`src/rtl/pipe_latch_sequencer.sv`:
```
// Central stall/flush sequencer for the 2-wide pipeline: owns every latch write
// enable and bubble insert, resolving freeze, squash, multdiv hold and load-use.
module pipe_latch_sequencer #(
  parameter int MD_TIMEOUT = 64,
  parameter int CNT_W      = 7,
  parameter int PERF_W     = 32
) (
  input  logic              clock,
  input  logic              ctrl_reset,
  input  logic              ext_stall,
  input  logic              branch_taken,
  input  logic              md_start,
  input  logic              md_ready,
  input  logic              load_use,
  output logic              pc_we,
  output logic              fd_we,
  output logic              dx_we,
  output logic              xm_we,
  output logic              mw_we,
  output logic              fd_flush,
  output logic              dx_flush,
  output logic              xm_flush,
  output logic              md_busy,
  output logic              md_error,
  output logic [PERF_W-1:0] stall_cycles
);

  typedef enum logic {RUN, MD_WAIT} state_t;

  localparam logic [CNT_W-1:0] MD_LAST = CNT_W'(MD_TIMEOUT - 1);

  state_t             r_state, w_state_nxt;
  logic [CNT_W-1:0]   r_md_cnt, w_md_cnt_nxt;
  logic               r_md_error, w_err_set;
  logic [PERF_W-1:0]  r_stall_cycles;
  logic [4:0]         w_we;     // {pc, fd, dx, xm, mw}
  logic [2:0]         w_flush;  // {fd, dx, xm}

  always_ff @(posedge clock or posedge ctrl_reset) begin
    if (ctrl_reset) begin
      r_state        <= RUN;
      r_md_cnt       <= '0;
      r_md_error     <= 1'b0;
      r_stall_cycles <= '0;
    end else begin
      r_state    <= w_state_nxt;
      r_md_cnt   <= w_md_cnt_nxt;
      r_md_error <= r_md_error | w_err_set;
      if (!w_we[4] && !(&r_stall_cycles))
        r_stall_cycles <= r_stall_cycles + PERF_W'(1);
    end
  end

  always_comb begin
    w_we         = 5'b00000;
    w_flush      = 3'b000;
    w_state_nxt  = r_state;
    w_md_cnt_nxt = r_md_cnt;
    w_err_set    = 1'b0;
    // Reset and external freeze both leave every latch closed and state untouched.
    if (!ctrl_reset && !ext_stall) begin
      case (r_state)
        RUN: begin
          w_we = 5'b11111;
          if (branch_taken) begin
            w_flush = 3'b110;
          end else if (md_start && !md_ready) begin
            w_we         = 5'b00011;
            w_flush      = 3'b001;
            w_state_nxt  = MD_WAIT;
            w_md_cnt_nxt = '0;
          end else if (md_start) begin
            w_flush = 3'b000;
          end else if (load_use) begin
            w_we    = 5'b00111;
            w_flush = 3'b010;
          end
        end
        MD_WAIT: begin
          if (md_ready || r_md_cnt == MD_LAST) begin
            w_we         = 5'b11111;
            w_state_nxt  = RUN;
            w_md_cnt_nxt = '0;
            w_err_set    = !md_ready;
          end else begin
            w_we         = 5'b00011;
            w_flush      = 3'b001;
            w_md_cnt_nxt = r_md_cnt + CNT_W'(1);
          end
        end
        default: w_state_nxt = RUN;
      endcase
    end
  end

  assign {pc_we, fd_we, dx_we, xm_we, mw_we} = w_we;
  assign {fd_flush, dx_flush, xm_flush}      = w_flush;
  assign md_busy      = (r_state == MD_WAIT);
  assign md_error     = r_md_error;
  assign stall_cycles = r_stall_cycles;

endmodule
```
`config.mk`:
```
export PLATFORM = sky130hd
export DESIGN_NAME = pipe_latch_sequencer
export DESIGN_NICKNAME = d
export VERILOG_FILES = /design/src/rtl/pipe_latch_sequencer.sv
export SDC_FILE = /design/constraint.sdc
export NUM_CORES = 1
export LEC_CHECK = 0
export CORE_MARGIN = 3
export CORE_UTILIZATION = 55
export CTS_BUF_LIST = sky130_fd_sc_hd__clkbuf_4 sky130_fd_sc_hd__clkbuf_8
export CTS_CLUSTER_DIAMETER = 30
export DETAILED_ROUTE_END_ITERATION = 10
export HOLD_SLACK_MARGIN = 0.02
export PLACE_DENSITY = 0.95
export SETUP_SLACK_MARGIN = 0.02
export SKIP_LAST_GASP = 1
export SLEW_MARGIN = 25
export SYNTH_ARGS = -nofsm -noshare
export SYNTH_HDL_FRONTEND = slang
export SYNTH_SLANG_ARGS = --single-unit
```
`constraint.sdc`:
```
create_clock -name clock -period 4.9 [get_ports clock]
set_input_delay 0.735 -clock clock [delete_from_list [all_inputs] [get_ports clock]]
set_output_delay 0.735 -clock clock [all_outputs]
set_load 0.005 [all_outputs]
```
# Word level (Yosys, flattened, before mapping)
# Cells that the tools add are included.
# word_totals
input_bits,7
ff_bits,41
out_inout_bits,42
rom_bits,0
latch_bits,0
mem_bits_rw,0
n_memories,0
word_cells,47
# classes
order_cmp,0
n_mul,0
n_addsub,2
reduce_logical,11
muxes,25
shift,0
div,0
n_bitwise,2
eq_ne,3
# op_table
operator,n
$add A32 B1 Y32 const B,1
$reduce_and A32 Y1,1
$mux W5,6
$mux W7,3
$pmux W7 S2,1
$pmux W5 S2,1
$add A7 B1 Y7 const B,1
$eq A7 B6 Y1 const B,1
$mux W1,7
$mux W2,3
$mux W3,2
$pmux W3 S2,1
$logic_not A1 Y1,5
$ne A2 B2 Y1 const B,2
$logic_and A1 B1 Y1,3
$reduce_and A3 Y1,1
$pmux W1 S2,1
$logic_or A1 B1 Y1,1
$not A1 Y1,1
$or A1 B1 Y1,1

# Longest topological paths before layout
# Gate-level depths: netlist of the first run.
# logic_depth
word_depth,8
ltp_mapped,7

# Worst setup path after synthesis of the first run
# OpenSTA, ideal clock, no wires.
# synth_timing
kind,input to output
startpoint,input port ext_stall
endpoint,output port pc_we
slack_ns,2.376
path_stages,7
t_arrival_ns,1.789
n_path_buf,3
path_cell_list,or2_0 > buf_2 > a31oi_4 > nand2_2 > buf_4 > inv_1 > buf_4
# synth_between
elab_chain_cells,3
# synth_lines
element,line,text
"start, declared",10,"input logic ext_stall,"
$logic_not A1 Y1,61,if (!ctrl_reset && !ext_stall) begin
$logic_and A1 B1 Y1,61,
$mux W5,61,
"end, declared",15,"output logic pc_we,"
# Every way passes these cells.

# Worst setup path in the final report of the first run
# Same ends and word-level chain as after synthesis.

==> reports/metrics.cfg, run 1 <==
[outcome]
status = completed

[route]
ant_nets = 0
vias = 1777
drt_pass1_iterations = 4
viasPerCell = 5.77
wl_per_cell_um = 15.6
finalWirelength_mm = 4.79
drc_errors = 0
drt_iter0_markers = 164

[clocking]
clk_path_buf_depth = 2
postCtsHoldBufs = 0
cts.sinks = 41
h-tree-depth = 2
ctsResizeCount = 0
cts_tree = done
insertion_delay_ns = 0.30
clkTransAtPathRegs_ns = 0.08
cts-root-buf = clkbuf_8
post_cts_buffers = 0
numCtsBuffers = 5

[placement]
routabilityCongestion = 0.775
io_buffer_count = 48
dp_hpwl_mm = 3.38
placed_cell_area_um2 = 2720

[sta]
drv_slew = 0
hold_viol = 0
timing.final.crit_share = 0.710
fin_tns_setup_ns = 0
setup_viol = 0
period_needed_ns = 3.48
skew_ns = 0.00673
rsz0062_at_grt = no
fmax_mhz = 287
tightest_slew_ns = 0.722
max_slew_margin = 0.519

[final_layout]
drive_gt1_frac = 0.115
area_growth_pct = 26.4
nNetsFinal = 268
antenna_cells = 0
final_area_um2 = 2840
final_core_util = 0.747

[synthesis]
synthTopCellsByCount = dfrtp_1, xnor2_1, nand3_1, nand4_1, nand2_1
ys_seq_elements = 41
yosysTopAreaCell = dfrtp_1
synth_top_area_frac = 0.457
synth.distinct_cells = 48
synth_fp_nets = 221
ys_warn_count = 0
synth_enable_flop_cells = 0
avgSynthCellArea_um2 = 10.6
synthCells = 212
synth_area_um2 = 2240
ys.flop_type = dfrtp_1
synth_seq_area_share = 0.457
ys_async_sr_fraction = 1.00
synth.area.top_cells = dfrtp_1, xnor2_1, nand4_1
yosysMostFrequentCell = dfrtp_1

[pwr]
total_power_mw = 0.880
peakVddDrop_uv = 358
leakagePower_nw = 1.17
p_per_area_nw_per_um2 = 310

[global_route]
antenna_found_initial = 0
grt.overflow.total = 0
grt_pass1_wl_mm = 8.40
grt.total_usage = 0.217
grt_pass1_vias = 1802
grt_max_degree = 42

[floorplanning]
die_h_um = 69.9
initial_core_util = 0.591
die_w_um = 69.9
fp-row-count = 22
coreArea_um2 = 3800
fp.dieArea_um2 = 4880
num_io_pins = 49

[critical_path]
cp_common_cell = clkdlybuf4s50_1
worst-setup-path-type = in2out
cp_max_fo = 13
cp.required_ns = 4.16
slowest_stage = clkdlybuf4s50_1
cp_num_buf_inv = 3
worst_setup_path_start_kind = input port
worst_setup_path_end_kind = output port
crit_arrival_ns = 2.74
cp_cell_sequence = clkdlybuf4s50_1 -> or2_0 -> a31oi_4 -> nand2_2 -> inv_1 -> clkdlybuf4s50_1
path_delay_family = buffers and inverters
cpPeakStageDelay_ns = 0.51

[job]
maxCapViolCount = 0

[min_path]
hold_class = reg2reg

-- metal layers --
layer / wire length [µm] / vias to the layer above / global-route usage
met4: 63 / 0 / 0.0830
met2: 2540 / 57 / 0.360
met3: 278 / 5 / 0.0647
met5: 0 / - / 0
li1: - / 838 / -
met1: 1920 / 877 / 0.266
-- power by group --
part	switching (mW)	internal, mW	total (mW)	leakage (nW)
clock	0.114	0.172	0.286	0.0619
combinational	0.0659	0.111	0.176	0.557
sequential	0.0456	0.372	0.418	0.550
-- cell families (layout without fill, tap and decap cells) --
logic type | Yosys count | after routing | share of synthesized area
muxes | 1 | 1 | 0.00502
and+or+nand+nor | 98 | 98 | 0.268
AOI/OAI and AO/OA | 21 | 21 | 0.0892
adders and majority gates | 2 | 2 | 0.0111
DFF | 41 | 41 | 0.457
xor gates and xnor gates | 31 | 31 | 0.121
buffers and inverters | 18 | 66 | 0.0490
-- per-stage QoR --
step	hold WS, ns	worst slack, ns	cells
2_1_floorplan	0.445	2.38	212
3_3_place_gp	0.460	1.50	300
3_5_place_dp	0.468	1.43	300
4_1_cts	0.486	1.40	308
5_1_grt	0.505	1.31	308
6_report	0.482	1.42	308
-- cell usage in the layout, fill, tap and decap left out, types with 2 or more instances in the layout --
master,instances
nand3_1,17
and2_1,3
nor2_1,13
and2b_1,2
and4_1,2
inv_1,9
a21oi_1,2
dfrtp_1,41
o31ai_1,3
and3_1,8
nor3_1,5
clkdlybuf4s50_1,48
or2_2,3
xnor2_1,30
nand2_1,14
clkbuf_8,6
o21ai_0,7
nand4_1,15
ha_1,2
-- flip-flops by register name, summed over array words and instances (netlist names) --
signal	flops
stall_cycles	32
r_md_cnt	7
md_busy	1
md_error	1
-- worst paths after layout --
path,start,to,slack [ns],depth (start not counted)
min reg2reg,md_error,md_error,0.48,1
min in group asynchronous,ctrl_reset,stall_cycles[9],0.87,3
max reg2reg,r_md_cnt[0],stall_cycles[27],2.64,6
max in group asynchronous,ctrl_reset,stall_cycles[4],3.68,3
min,md_error,md_error,0.48,1
max,ext_stall,pc_we,1.42,6
-- layout make-up --
type	count	area (µm²)
tap	48	60.1
multi-input combinational	153	1110
clock buffer	7	90.1
sequential	41	1030
clock inverter	1	30.0
fill	271	962
inverter	9	33.8
timing repair buffer	49	488
No activity file was read; power rests on OpenSTA's default activity.
==> inputs of run 2 (changes only) <==
--- a/config.mk
+++ b/config.mk
@@ -6,12 +6,12 @@
 export NUM_CORES = 1
 export LEC_CHECK = 0
 export CORE_MARGIN = 3
-export CORE_UTILIZATION = 55
+export CORE_UTILIZATION = 52
 export CTS_BUF_LIST = sky130_fd_sc_hd__clkbuf_4 sky130_fd_sc_hd__clkbuf_8
 export CTS_CLUSTER_DIAMETER = 30
 export DETAILED_ROUTE_END_ITERATION = 10
 export HOLD_SLACK_MARGIN = 0.02
-export PLACE_DENSITY = 0.95
+export PLACE_DENSITY = 0.91
 export SETUP_SLACK_MARGIN = 0.02
 export SKIP_LAST_GASP = 1
 export SLEW_MARGIN = 25
==> constraint.sdc (replaced) <==
create_clock -name clock -period 3.6 [get_ports clock]
set_input_delay 0.54 -clock clock [delete_from_list [all_inputs] [get_ports clock]]
set_output_delay 0.54 -clock clock [all_outputs]
set_load 0.005 [all_outputs]
==> reports/metrics.cfg, run 2 (synthesized netlist as in run 1, its figures left out) <==
[critical_path]
cpPeakStageDelay_ns = 0.50  ; about the same
endpoint = pc_we
r2r-start = r_md_cnt[0]
r2r_end = stall_cycles[25]
worst_setup_path_start_kind = input port
slowest_stage = clkdlybuf4s50_1
cp_num_buf_inv = 3  ; unchanged
cp_common_cell = clkdlybuf4s50_1
worst-setup-path-type = in2out
worst_setup_path_end_kind = output port
cp_cell_sequence = clkdlybuf4s50_1 -> or2_0 -> a31oi_4 -> nand2_2 -> inv_1 -> clkdlybuf4s50_1
cp.required_ns = 3.06  ; -1.10 ns
cp.depth = 6  ; unchanged
ff2ff_setup_slack_ns = 1.35  ; -1.29 ns
reg2reg_depth = 6  ; unchanged
crit_start = ext_stall
crit_arrival_ns = 2.50  ; -0.24 ns
cp_max_fo = 13  ; unchanged
path_delay_family = buffers and inverters

[clocking]
h-tree-depth = 2  ; unchanged
post_cts_buffers = 0  ; unchanged
cts-root-buf = clkbuf_8
insertion_delay_ns = 0.29  ; about the same
clkTransAtPathRegs_ns = 0.08  ; about the same
numCtsBuffers = 5  ; unchanged
cts_tree = done
ctsResizeCount = 0  ; unchanged
postCtsHoldBufs = 0  ; unchanged
clk_path_buf_depth = 2  ; unchanged
cts.sinks = 41  ; unchanged

[global_route]
grt.busiest_layer = met2
grt_use_met3 = 0.0463  ; -0.0185
grt.overflow.total = 0  ; unchanged
grt_max_degree = 42  ; unchanged
grtUsageMet2 = 0.331  ; -0.0293
grt_pass1_wl_mm = 8.07  ; -3.9%
grt_pass1_vias = 1793  ; -0.50%
grt.total_usage = 0.201  ; -0.0158
use_met1 = 0.257  ; -0.00947
antenna_found_initial = 0  ; unchanged

[route]
drt_pass1_iterations = 4  ; unchanged
ant_nets = 0  ; unchanged
viasPerCell = 5.68  ; -1.5%
drt_iter0_markers = 123  ; -25%
finalWirelength_mm = 4.78  ; -0.35%
vias = 1762  ; -0.84%
drc_errors = 0  ; unchanged
wl_per_cell_um = 15.4  ; -1.0%

[placement]
routabilityCongestion = 0.775  ; about the same
dp_hpwl_mm = 3.37  ; -0.41%
io_buffer_count = 48  ; unchanged
dp.cells = 302  ; +0.67%

[final_layout]
largest_reg_flops = 32  ; unchanged
layout_commonest_cell = clkdlybuf4s50_1
antenna_cells = 0  ; unchanged
stdcell_count = 310  ; +0.65%
drive_gt1_frac = 0.115  ; unchanged
final_core_util = 0.695  ; -0.0520
nNetsFinal = 268  ; unchanged
area_growth_pct = 26.5  ; about the same
layout_common_cells = clkdlybuf4s50_1, dfrtp_1, xnor2_1

[sta]
skew_ns = 0.0105  ; +0.00375 ns
hold_viol = 0  ; unchanged
fin_tns_setup_ns = 0  ; unchanged
setup_viol = 0  ; unchanged
max_slew_margin = 0.487  ; -0.0317
hold_ws_ns = 0.474  ; -0.00790 ns
rsz0062_at_grt = no
period_needed_ns = 3.04
tightest_slew_ns = 0.769  ; +0.0475 ns
fmax_mhz = 329
timing.final.crit_share = 0.843
drv_slew = 0  ; unchanged

[floorplanning]
num_io_pins = 49  ; unchanged
die_h_um = 71.7  ; +2.6%
fp.dieArea_um2 = 5140  ; +5.3%
die_w_um = 71.7  ; +2.6%
coreArea_um2 = 4090  ; +7.6%
fp-row-count = 23  ; +4.5%
initial_core_util = 0.549  ; -0.0416

[pwr]
peakVddDrop_uv = 383  ; +7.1%
leakagePower_nw = 1.17  ; unchanged
total_power_mw = 1.20  ; +36%
p_per_area_nw_per_um2 = 421  ; +36%

[job]
maxCapViolCount = 0  ; unchanged

[outcome]
status = completed

[min_path]
hold_path.startpoint = md_error
hold_class = reg2reg

-- run 2: cell counts in the layout (fill, tap and decap cells not counted) --
Identical to the previous run, type by type.
-- run 2: layer usage --
metal  up-vias  part of all wire
li1        835                 -
met1       867              0.43
met2        50              0.51
met3        10             0.045
met4         0             0.020
met5         -                 0
-- run 2: cell type report --
type,instances,area [µm²]
flip-flops and latches,41,1030
multi-input cells,153,1110
inverters,9,33.8
repair buffers,49,488
clock buffers,7,90.1
clock inverters,1,30.0
fillers,303,1250
well taps,50,62.6
-- run 2: per-stage QoR --
step,setup WS (ns),area [µm²]
2_1_floorplan,1.46,2240
3_3_place_gp,0.603,2720
3_5_place_dp,0.585,2720
4_1_cts,0.560,2840
5_1_grt,0.456,2840
6_report,0.565,2840
-- run 2: report_power, final --
part / leakage [nW] / switching [mW] / internal (mW)
Combinational: 0.557 / 0.0881 / 0.151
Clock: 0.0619 / 0.155 / 0.234
Sequential: 0.550 / 0.0627 / 0.507
Total: 1.17 / 0.306 / 0.891
-- run 2: worst reg2reg max path: cells and delay by family (launching register included) --
kind / cells / cell delay (ns)
flops: 1 / 0.41
fa+ha+maj: 1 / 0.27
xor+xnor: 1 / 0.18
compound gates: 2 / 0.92
simple gates: 2 / 0.37
-- run 2: how the worst min path moves through the flow --
stage | endpoint | slack (ns) | depth (start not counted)
after global routing | stall_cycles[31] | 0.51 | 1
after floorplan | r_md_cnt[5] | 0.44 | 1
after detailed placement | md_error | 0.45 | 1
after global placement | md_error | 0.44 | 1
after CTS | md_error | 0.48 | 1
final | md_error | 0.47 | 1
